### src/rtl/pll_lock_detector.sv
// pll_lock_detector: qualifies PLL lock from tuning-word stability sampled on synchronised reference ticks.
module pll_lock_detector #(
    parameter int TW_WIDTH      = 32,
    parameter int TOL           = 2000,
    parameter int LOCK_CYCLES   = 64,
    parameter int UNLOCK_CYCLES = 4,
    parameter int SYNC_STAGES   = 2
) (
    input  logic                sys_clk,
    input  logic                rst,
    input  logic                enable,
    input  logic                ref_clk,
    input  logic [TW_WIDTH-1:0] tuning_word,
    output logic                locked,
    output logic                lock_lost,
    output logic                ref_tick,
    output logic [15:0]         stable_count,
    output logic [TW_WIDTH-1:0] last_delta
);
    typedef enum logic [1:0] {IDLE, PRIME, SEEK, LOCKED} state_t;
    state_t state_q, state_d;
    logic [SYNC_STAGES-1:0] sync_q, sync_d;
    logic hist_q, hist_d, tick_q, tick_d;
    logic locked_q, locked_d, lock_lost_q, lock_lost_d;
    logic [15:0] cnt_q, cnt_d;
    logic [7:0] bad_q, bad_d;
    logic [TW_WIDTH-1:0] prev_q, prev_d, last_q, last_d, delta;
    logic [TW_WIDTH:0] diff;
    logic good, cnt_hit, bad_hit, upd;
    always_ff @(posedge sys_clk) begin
        state_q <= rst ? IDLE : state_d;
    end
    always_ff @(posedge sys_clk) begin
        if (rst) begin
            sync_q      <= '0;
            hist_q      <= 1'b0;
            tick_q      <= 1'b0;
            locked_q    <= 1'b0;
            lock_lost_q <= 1'b0;
            cnt_q       <= '0;
            bad_q       <= '0;
            prev_q      <= '0;
            last_q      <= '0;
        end else begin
            sync_q      <= sync_d;
            hist_q      <= hist_d;
            tick_q      <= tick_d;
            locked_q    <= locked_d;
            lock_lost_q <= lock_lost_d;
            cnt_q       <= cnt_d;
            bad_q       <= bad_d;
            prev_q      <= prev_d;
            last_q      <= last_d;
        end
    end
    // Edge detect and absolute delta without modular wrap
    always_comb begin
        sync_d  = {sync_q[SYNC_STAGES-2:0], ref_clk};
        hist_d  = sync_q[SYNC_STAGES-1];
        tick_d  = sync_q[SYNC_STAGES-1] & ~hist_q;
        diff    = {1'b0, tuning_word} - {1'b0, prev_q};
        delta   = diff[TW_WIDTH] ? TW_WIDTH'(-diff) : diff[TW_WIDTH-1:0];
        good    = delta <= TW_WIDTH'(TOL);
        cnt_hit = cnt_q + 16'd1 == 16'(LOCK_CYCLES);
        bad_hit = bad_q + 8'd1 == 8'(UNLOCK_CYCLES);
    end
    always_comb begin
        state_d = !enable                                 ? IDLE   :
                  state_q == IDLE                         ? PRIME  :
                  !tick_q                                 ? state_q :
                  state_q == PRIME                        ? SEEK   :
                  state_q == SEEK && good && cnt_hit      ? LOCKED :
                  state_q == LOCKED && !good && bad_hit   ? SEEK   : state_q;
    end
    always_comb begin
        upd         = enable && tick_q && state_q != IDLE;
        locked_d    = state_d == LOCKED;
        lock_lost_d = state_q == LOCKED && state_d == SEEK;
        prev_d      = upd ? tuning_word : prev_q;
        last_d      = upd ? delta : last_q;
        cnt_d       = !enable || state_q == IDLE || lock_lost_d || (upd && state_q == SEEK && !good) ? '0 :
                      upd && state_q != PRIME && good && !(&cnt_q) ? cnt_q + 16'd1 : cnt_q;
        bad_d       = !enable || state_q != LOCKED || lock_lost_d ? '0 :
                      upd ? (good ? '0 : bad_q + 8'd1) : bad_q;
    end
    assign locked       = locked_q;
    assign lock_lost    = lock_lost_q;
    assign ref_tick     = tick_q;
    assign stable_count = cnt_q;
    assign last_delta   = last_q;
endmodule

### config.mk
export PLATFORM = sky130hd
export DESIGN_NAME = pll_lock_detector
export DESIGN_NICKNAME = d
export VERILOG_FILES = /design/src/rtl/pll_lock_detector.sv
export SDC_FILE = /design/constraint.sdc
export NUM_CORES = 1
export LEC_CHECK = 0
export ABC_CLOCK_PERIOD_IN_PS = 7900
export CAP_MARGIN = 30
export CORE_MARGIN = 2
export CORE_UTILIZATION = 62
export CTS_CLUSTER_SIZE = 30
export DETAILED_ROUTE_END_ITERATION = 10
export GPL_TIMING_DRIVEN = 0
export MAX_ROUTING_LAYER = met4
export PLACE_DENSITY = 0.87
export SYNTH_ARGS = -nofsm -noshare
export SYNTH_HDL_FRONTEND = slang
export SYNTH_SLANG_ARGS = --single-unit
### constraint.sdc
create_clock -name sys_clk -period 7.9 [get_ports sys_clk]
set_input_delay 1.58 -clock sys_clk [delete_from_list [all_inputs] [get_ports sys_clk]]
set_output_delay 1.58 -clock sys_clk [all_outputs]
set_load 0.005 [all_outputs]
Yosys cells after proc, flatten, opt, wreduce, memory -nomap -nowiden

Cells that the tools add are included.

Equal/unequal tests: 9
Bitwise logic cells: 2
Reductions and logical operators: 25
Add/sub/neg operators: 4
Magnitude comparators: 1
Mux-type cells: 8

Operators with widths:

| cell                    | number |
|---|---|
| $sub A32 B32 Y33        | 1 |
| $le A32 B11 Y1 const B  | 1 |
| $mux W32                | 1 |
| $neg A32 Y32            | 1 |
| $add A16 B1 Y16 const B | 1 |
| $eq A16 B7 Y1 const B   | 1 |
| $reduce_and A16 Y1      | 1 |
| $logic_and A1 B1 Y1     | 12 |
| $mux W2                 | 6 |
| $add A8 B1 Y8 const B   | 1 |
| $eq A2 B2 Y1 const B    | 4 |
| $eq A8 B3 Y1 const B    | 1 |
| $mux W8                 | 1 |
| $logic_or A1 B1 Y1      | 5 |
| $reduce_or A2 Y1        | 2 |
| $logic_not A1 Y1        | 3 |
| $eq A2 B1 Y1 const B    | 1 |
| $logic_not A2 Y1        | 1 |
| $ne A2 B1 Y1 const B    | 1 |
| $ne A2 B2 Y1 const B    | 1 |
| $reduce_bool A2 Y1      | 1 |
| $and A1 B1 Y1           | 1 |
| $not A1 Y1              | 1 |

Input bits: 36
Output and inout bits: 51
Logic and storage cells: 59
Bits in registers: 96

Depth between registers and ports, before layout

Gate-level depths: netlist (run 1).

Depth in word-level cells: 18
Depth in mapped cells: 22

Worst setup path before layout (run 1)

OpenSTA, ideal clock, no wires.

Path kind: input to register
Start point: in tuning_word[0]
End point: reg cnt_q[7] (netlist: stable_count[7])
Library setup time: 137 ps
Path slack: 2,020 ps
Data required time: 7,763 ps
Stages on the path: 22
Data arrival time: 5,743 ps
Path through: inv_1 ha_1 inv_1 fa_1 a211oi_2 nor2_1 xor2_1 nor3_2 and4_1 buf_6 nor3b_2 and3_1 buf_2 and2_1 mux2i_2 nand3_1 or4_4 buf_6 buf_6 buf_2 o21ai_0 a21oi_1

Word-level cells in the longest chain between the ends: 18

Ends and longest elaborated chain:

| element                          | RTL line | source |
|---|---|---|
| from (decl)                      | 13       | `input logic [TW_WIDTH-1:0] tuning_word,` |
| $sub A32 B32 Y33 (*)             | 61       | `diff = {1'b0, tuning_word} - {1'b0, prev_q};` |
| $neg A32 Y32                     | 62       | `delta = diff[TW_WIDTH] ? TW_WIDTH'(-diff) : diff[TW_WIDTH-1:0];` |
| $mux W32 (*)                     | 62       |  |
| $le A32 B11 Y1 (*)               | 63       | `good = delta <= TW_WIDTH'(TOL);` |
| $logic_not A1 Y1                 | 73, 81   |  |
| $logic_and A1 B1 Y1 (2 in a row) | 73       | `state_q == LOCKED && !good && bad_hit ? SEEK : state_q;` |
| $mux W2                          | 73       |  |
| $mux W2                          | 72       | `state_q == SEEK && good && cnt_hit ? LOCKED :` |
| $mux W2                          | 71       | `state_q == PRIME ? SEEK :` |
| $mux W2                          | 70       | `!tick_q ? state_q :` |
| $mux W2                          | 69       | `state_q == IDLE ? PRIME :` |
| $mux W2                          | 68       | `state_d = !enable ? IDLE :` |
| $eq A2 B2 Y1                     | 78       | `lock_lost_d = state_q == LOCKED && state_d == SEEK;` |
| $logic_and A1 B1 Y1              | 78       |  |
| $logic_or A1 B1 Y1 (2 in a row)  | 81       | `cnt_d = !enable \|\| state_q == IDLE \|\| lock_lost_d \|\| (upd && state_q == SEEK && !good) ? '0 :` |
| $reduce_or A2 Y1 (no line)       | --       |  |
| to (signal assigned)             | 50       | `cnt_q <= cnt_d;` |
| to (decl)                        | 25       | `logic [15:0] cnt_q, cnt_d;` |

Mark *: on every way between the ends. The rest lies on a longest branch, timed or not.
A chain may end at the register's enable or synchronous reset.

Final worst setup path (run 1)

Start point: in tuning_word[0]
End point: reg cnt_q[5] (netlist: stable_count[5])

The elaborated chain is that of the path after synthesis.

==> results of run 1 <==
-- area by class of cell --
type                            instances  share of cell area, %
Multi-Input combinational cell        860                   59.0
Clock inverter                          5                  0.941
Timing Repair Buffer                   87                   9.44
Clock buffer                           11                   2.65
Tap cell                              168                   2.29
Buffer                                 58                   2.90
Sequential cell                        96                   20.9
Inverter                               44                   1.80
-- worst reg2reg max path: stages, from the launching register on --
cell and delay (ns):
dfxtp_1 0.34, ha_1 0.17, inv_1 0.06, fa_1 0.41, a211oi_2 0.39, o211ai_1 0.23, a311oi_4 0.47, o21a_1 0.25
xnor2_1 0.23, a2111oi_4 0.37, nor3b_2 0.37, and2_1 0.25, mux2i_2 0.29, nand3_1 0.17, or4_4 0.54, buf_6 0.16
buf_6 0.14, buf_2 0.19, o21ai_0 0.19, a21oi_1 0.09
-- cell usage after synthesis, types with 4 or more instances --
master and n:
o21a_1 12, a31oi_1 17, o211ai_1 15, xnor2_1 35
ha_1 38, a211oi_1 31, nand4_1 23, a21o_1 6
inv_1 44, nand2_1 143, a211o_1 5, a311oi_1 4
nor4_1 11, nor2b_1 9, a21oi_1 98, and2_1 5
buf_6 5, and4_1 8, dfxtp_1 96, buf_2 9
nand3b_1 6, nor3_1 34, and3_1 12, nor2_1 112
o21ai_1 4, o21ai_0 45, a211oi_2 5, nand3_1 29
or2_2 6, or3_1 25, nand2b_1 8, mux2i_1 8
clkbuf_1 42, xor2_1 27
-- worst min-delay path by stage --
stage,from,endpoint,slack (ns),cells past startpoint
finish,hist_q$_SDFF_PP0_,ref_tick$_SDFF_PP0_,0.38,1
global route,hist_q$_SDFF_PP0_,ref_tick$_SDFF_PP0_,0.40,1
CTS,hist_q$_SDFF_PP0_,ref_tick$_SDFF_PP0_,0.39,1
detailed placement,hist_q$_SDFF_PP0_,ref_tick$_SDFF_PP0_,0.38,1
global placement,hist_q$_SDFF_PP0_,ref_tick$_SDFF_PP0_,0.37,1
floorplan,hist_q$_SDFF_PP0_,ref_tick$_SDFF_PP0_,0.37,1
-- cells by family after synthesis --
family                     count (synthesis)  synth area share (%)
AOI/OAI and AO/OA                        290                  25.4
and+or+nand+nor                          456                  29.1
xor gates and xnor gates                  64                  7.41
muxes                                     11                  1.50
buffers and inverters                    102                  5.55
adders and majority gates                 39                  6.38
DFF                                       96                  24.7
-- power groups by stage --
stage / registers (mW) / logic, mW / clock network, mW
finish: 0.488 / 0.308 / 0.505
global route: 0.488 / 0.336 / 0.526
CTS: 0.488 / 0.301 / 0.501
detailed placement: 0.499 / 0.299 / 0
global placement: 0.499 / 0.295 / 0
floorplan: 0.499 / 0.218 / 0
-- registers in the layout (all words and copies together), names as in the netlist --
| name | flops |
|---|---|
| ref_tick | 1 |
| state_q | 2 |
| hist_q | 1 |
| lock_lost | 1 |
| stable_count | 16 |
| prev_q | 32 |
| last_delta | 32 |
| sync_q | 2 |
| bad_q | 8 |
| locked | 1 |
-- metal layers --
layer  global-route usage, %  share of wire (%)  vias up  wire length, um
met3                    5.70                6.8       47             1490
li1                        -                  -     4023                -
met5                       -                  0        -                0
met1                    43.2                 45     3775             9800
met4                    13.3                3.0        0              658
met2                    54.0                 45      340             9940
-- stage by stage --
stage               setup WS (ns)  std cells  hold WS (ns)  utilization (%)
floorplan                    2.02       1058         0.367                -
CTS                          1.20       1329         0.385             75.8
finish                       1.10       1329         0.382             75.8
detailed placement          0.867       1313         0.379             73.0
global placement            0.521       1312         0.373             73.0
global route                0.808       1329         0.400             75.8
==> run metrics, run 1 <==
switching power share of the total=31.4%; cell internal pwr=0.893 mW; post-layout net count=1231; DIE AREA=13400 um^2; kind of critical path=in -> reg; number of endpoints failing setup at the final stage=0; Root Buffer Master=clkbuf_16; area of the core=12100 um^2; most common cell after layout, fill and taps aside=nand2_1; clock slew seen by the registers of the worst setup and hold paths=0.07 ns; residual antenna-violating net count after detailed routing=0; overall fraction of global-route tracks in use=34.0%; DIE HEIGHT=116 um; Placer Congestion=0.977; capturing element of the worst setup path=stable_count[5]$_SDFFE_PP0P_; area added between synthesis and finish=18.1%; Cell Chain, Critical Path=clkdlybuf4s50_1 -> inv_1 -> ha_1 -> inv_1 -> fa_1 -> a211oi_2 -> o211ai_1 -> a311oi_4 -> o21a_1 -> xnor2_1 -> a2111oi_4 -> nor3b_2 -> and2_1 -> mux2i_2 -> nand3_1 -> or4_4 -> buf_6 -> buf_6 -> buf_2 -> o21ai_0 -> a21oi_1; post-synth top area cell=dfxtp_1; proportion of power drawn by flip-flops and latches=37.5%; number of buffers on the longest clock path=2; number of fill cells=970; maximum vdd ir drop=84.9 uV; pin slew with the least headroom to its limit=0.851 ns; mean area per synthesized cell=7.35 um^2; Synth Register Bits=96; DRC violations left=0; CTS sink count=96; count of cells along the worst register-to-register path=19; arrival time reported for the critical path endpoint=7.02 ns; most frequent cells in the layout=nand2_1, nor2_1, a21oi_1; top-area cell type share of the netlist area=24.7%; power density over cell area=142 nW/um^2; site row count=40; # diodes=0; portion of total power attributed to the clock network=38.8%; HP Class=reg -> reg; total buffers and inverters traversed by the critical path=6; via count of the first global-routing pass=7349; LEAKAGE=3.05 nW; Worst setup SP type=input pin; Sw Pwr=0.408 mW; io pins=87; critical path endpoint category=flop; width of the die=116 um; Slew Limit Fails=0; sequential cell area fraction in the yosys report=24.7%; slew margin rel.=42.9%; maximum number of pins on one net before global-route repair=17; cell area after layout=9180 um^2; instance count on the critical path=21; maximum fanout along the worst path=10; run status=finished, final reports clean; minimum period implied by the final worst setup slack=6.80 ns; initial antenna violation count=0; post-DR vias/cell=6.16; number of max-cap violations=0; reg2reg start=prev_q[0]$_SDFFE_PP0P_; DP HPWL=16.5 mm; reg2reg setup slack=2.46 ns; power after layout=1.30 mW; unrepaired setup endpoints after global routing=false; aggregate global routing overflow=0; clock insertion delay at the later pin of the skew report=0.37 ns; cell family with the largest share of critical-path delay=compound AO/OA/AOI/OAI gates; post-route fraction of the period consumed by the critical path=86.1%; cell area after technology mapping=7770 um^2; 1st-iter DRT viols=726; detailed-route via count=8185; count of hold buffers inserted by post-cts repair=0; Cell variety after synth=93; launching instance or port of the critical path=tuning_word[0]; Cells after Synth=1058; yosys synthesis warning count=0; endpoint of the lowest-slack register-to-register path=stable_count[5]$_SDFFE_PP0P_; dominant register cell in the synthesized netlist=dfxtp_1; crit path max-delay cell type=or4_4; number of buffers added on ports=86; largest clock skew in the final design=0.00953 ns; worst stage delay on the critical path=0.54 ns; total wire length after detailed routing=21.9 mm; count of cells resized by post-cts repair=0; area post-placement=8850 um^2; CP Data Required Time=8.12 ns; Post-synth EDFFs=0; Gate power share=23.7%; detail-routed net length per standard cell=16.5 um; Total Negative Setup Slacks=0 ns; dominant cells by area after synthesis=dfxtp_1, nand2_1, a21oi_1; share of flip-flops with an asynchronous set or reset after synthesis=0%; share of final-layout standard cells stronger than drive strength 1=6.20%; sequential cell area=1920 um^2; total area of multi-input combinational cells=5420 um^2; total setup buffers inserted after CTS=0; TritonCTS clock tree=yes; starting density of the core=64.2%; depth of the CTS H-tree=3; number of buffers added by the clock tree synthesis step=9; wire length of the first global-routing pass=35.4 mm; upper clock frequency limit=147 MHz; total iterations of the first detailed-routing run=5; count of final hold-check violations=0; post-synth net total=1133
Note: power is estimated with default switching activity, not from simulation.
==> run 2, diff against run 1 <==
Settings changed: CAP_MARGIN 30 to not set, PLACE_DENSITY 0.87 to not set, PLACE_DENSITY_LB_ADDON set to 0.25.
==> run metrics, run 2 (same netlist as run 1, synthesis figures left out) <==
power after layout=1.22 mW (-6.4%); initial antenna violation count=0 (unchanged); minimum period implied by the final worst setup slack=7.07 ns (+0.268 ns); reg2reg start=prev_q[0]$_SDFFE_PP0P_; total iterations of the first detailed-routing run=7 (+2); DIE AREA=13400 um^2 (unchanged); post-placement worst setup slack=0.601 ns (-0.267 ns); width of the die=116 um (unchanged); io pins=87 (unchanged); worst stage delay on the critical path=0.88 ns (+0.34 ns); Root Buffer Master=clkbuf_16; Cell Chain, Critical Path=clkdlybuf4s50_1 -> inv_1 -> ha_1 -> inv_1 -> fa_1 -> a211oi_2 -> o211ai_1 -> a311oi_4 -> nor3_1 -> nor3_1 -> o21ai_0 -> mux2i_1 -> nor4_1 -> nor3_2 -> nand4_1 -> nor4_1 -> a21oi_1 -> clkbuf_1 -> nor2_1; Placer Congestion=0.973 (-0.47%); endpoint of the lowest-slack register-to-register path=stable_count[1]$_SDFFE_PP0P_; starting density of the core=64.2% (unchanged); post-DR vias/cell=6.15 (-0.14%); upper clock frequency limit=141 MHz (-3.8%); maximum fanout along the worst path=10 (unchanged); power density over cell area=134 nW/um^2 (-5.7%); 1st-iter DRT viols=861 (+19%); number of buffers added on ports=86 (unchanged); kind of critical path=in -> reg; detailed-route via count=8155 (-0.37%); CP Data Required Time=8.13 ns (about the same); site row count=40 (unchanged); depth of the CTS H-tree=3 (unchanged); number of buffers on the longest clock path=2 (unchanged); via count of the first global-routing pass=7134 (-2.9%); maximum number of pins on one net before global-route repair=16 (-1); # diodes=0 (unchanged); CTS sink count=96 (unchanged); count of final hold-check violations=0 (unchanged); clock insertion delay at the later pin of the skew report=0.36 ns (about the same); detail-routed net length per standard cell=16.0 um (-2.9%); reg2reg setup slack=2.20 ns (-0.26 ns); pin slew with the least headroom to its limit=1.08 ns (+0.231 ns); residual antenna-violating net count after detailed routing=0 (unchanged); capturing element of the worst setup path=stable_count[1]$_SDFFE_PP0P_; LEAKAGE=3.01 nW (-1.1%); post-route fraction of the period consumed by the critical path=89.5% (+3.4 points); area added between synthesis and finish=17.2%; number of max-cap violations=0 (unchanged); number of endpoints failing setup at the final stage=0 (unchanged); critical path endpoint category=flop; arrival time reported for the critical path endpoint=7.30 ns (+0.28 ns); DP HPWL=16.3 mm (-1.7%); post-layout net count=1230 (-0.081%); wire length of the first global-routing pass=34.2 mm (-3.3%); total setup buffers inserted after CTS=0 (unchanged); Total Negative Setup Slacks=0 ns (unchanged); count of cells resized by post-cts repair=0 (unchanged); share of final-layout standard cells stronger than drive strength 1=6.04% (-0.16 points); number of buffers added by the clock tree synthesis step=9 (unchanged); slew margin rel.=27.3% (-16 points); TritonCTS clock tree=yes; aggregate global routing overflow=0 (unchanged); maximum vdd ir drop=101 uV (+19%); largest clock skew in the final design=0.00929 ns (-0.000231 ns); launching instance or port of the critical path=tuning_word[0]; cell family with the largest share of critical-path delay=compound AO/OA/AOI/OAI gates; count of cells along the worst register-to-register path=17 (-2); total buffers and inverters traversed by the critical path=4 (-2); clock slew seen by the registers of the worst setup and hold paths=0.06 ns (about the same); DIE HEIGHT=116 um (unchanged); crit path max-delay cell type=nor3_1; Slew Limit Fails=0 (unchanged); unrepaired setup endpoints after global routing=false; Worst setup SP type=input pin; most common cell after layout, fill and taps aside=nand2_1; most frequent cells in the layout=nand2_1, nor2_1, a21oi_1; overall fraction of global-route tracks in use=32.9% (-1.1 points); HP Class=reg -> reg; run status=finished, final reports clean; DRC violations left=0 (unchanged); count of hold buffers inserted by post-cts repair=0 (unchanged); instance count on the critical path=19 (-9.5%); final standard cell utilization of the core=75.2% (-0.54 points); total wire length after detailed routing=21.2 mm (-3.1%); crit path setup slack, layout=0.831 ns (-0.268 ns); area of the core=12100 um^2 (unchanged)
run 2: cell type report:
type / instances / area (um^2)
multi-input combinational: 860 / 5420
fill: 1008 / 3000
sequential: 96 / 1920
timing repair buffer: 86 / 861
buffer: 58 / 267
clock buffer: 10 / 239
tap: 168 / 210
inverter: 44 / 165
clock inverter: 4 / 30.0
run 2: worst reg2reg max path, cell delays in order (launching register included):
cell and delay (ns):
dfxtp_1 0.33, ha_1 0.18, inv_1 0.06, fa_1 0.41, a211oi_2 0.38, o211ai_1 0.23, a311oi_4 0.49, nor3_1 0.13
nor3_1 0.88, o21ai_0 0.37, mux2i_1 0.20, nor4_1 0.56, nor3_2 0.09, nand4_1 0.12, nor4_1 0.07, a21oi_1 0.56
clkbuf_1 0.43, nor2_1 0.10
run 2: report_power, final:
group	switching, mW	internal [mW]	leakage, nW	total [mW]
Clock	0.203	0.221	0.131	0.423
Combinational	0.190	0.116	2.11	0.306
Sequential	0.00167	0.487	0.774	0.488
Total	0.394	0.823	3.01	1.22
run 2: through the flow:
step	std cells	cell area [um^2]	hold WS [ns]
6_report	1326	9110	0.387
5_1_grt	1326	9110	0.401
4_1_cts	1326	9110	0.391
3_5_place_dp	1312	8840	0.382
3_3_place_gp	1312	8840	0.377
2_1_floorplan	1058	7770	0.367
run 2: worst min path at each step:
stage | from | end | depth (start not counted)
after floorplan | hist_q$_SDFF_PP0_ | ref_tick$_SDFF_PP0_ | 1
after global placement | hist_q$_SDFF_PP0_ | ref_tick$_SDFF_PP0_ | 1
after detailed placement | hist_q$_SDFF_PP0_ | ref_tick$_SDFF_PP0_ | 1
after CTS | hist_q$_SDFF_PP0_ | ref_tick$_SDFF_PP0_ | 1
after global routing | hist_q$_SDFF_PP0_ | ref_tick$_SDFF_PP0_ | 1
final | hist_q$_SDFF_PP0_ | ref_tick$_SDFF_PP0_ | 1
run 2: per-layer routing:
metal / global-route usage [%] / up-vias / wire length, um
met5: - / - / 0
met4: 14.5 / 0 / 754
met3: 3.61 / 49 / 1430
met2: 51.3 / 329 / 9610
met1: 43.2 / 3759 / 9420
li1: - / 4018 / -
==> run 3, diff against run 2 <==
Settings changed: SLEW_MARGIN set to 0.
==> results of run 3 <==
Same layout as run 2: the final DEF is identical, and so are final timing and power.
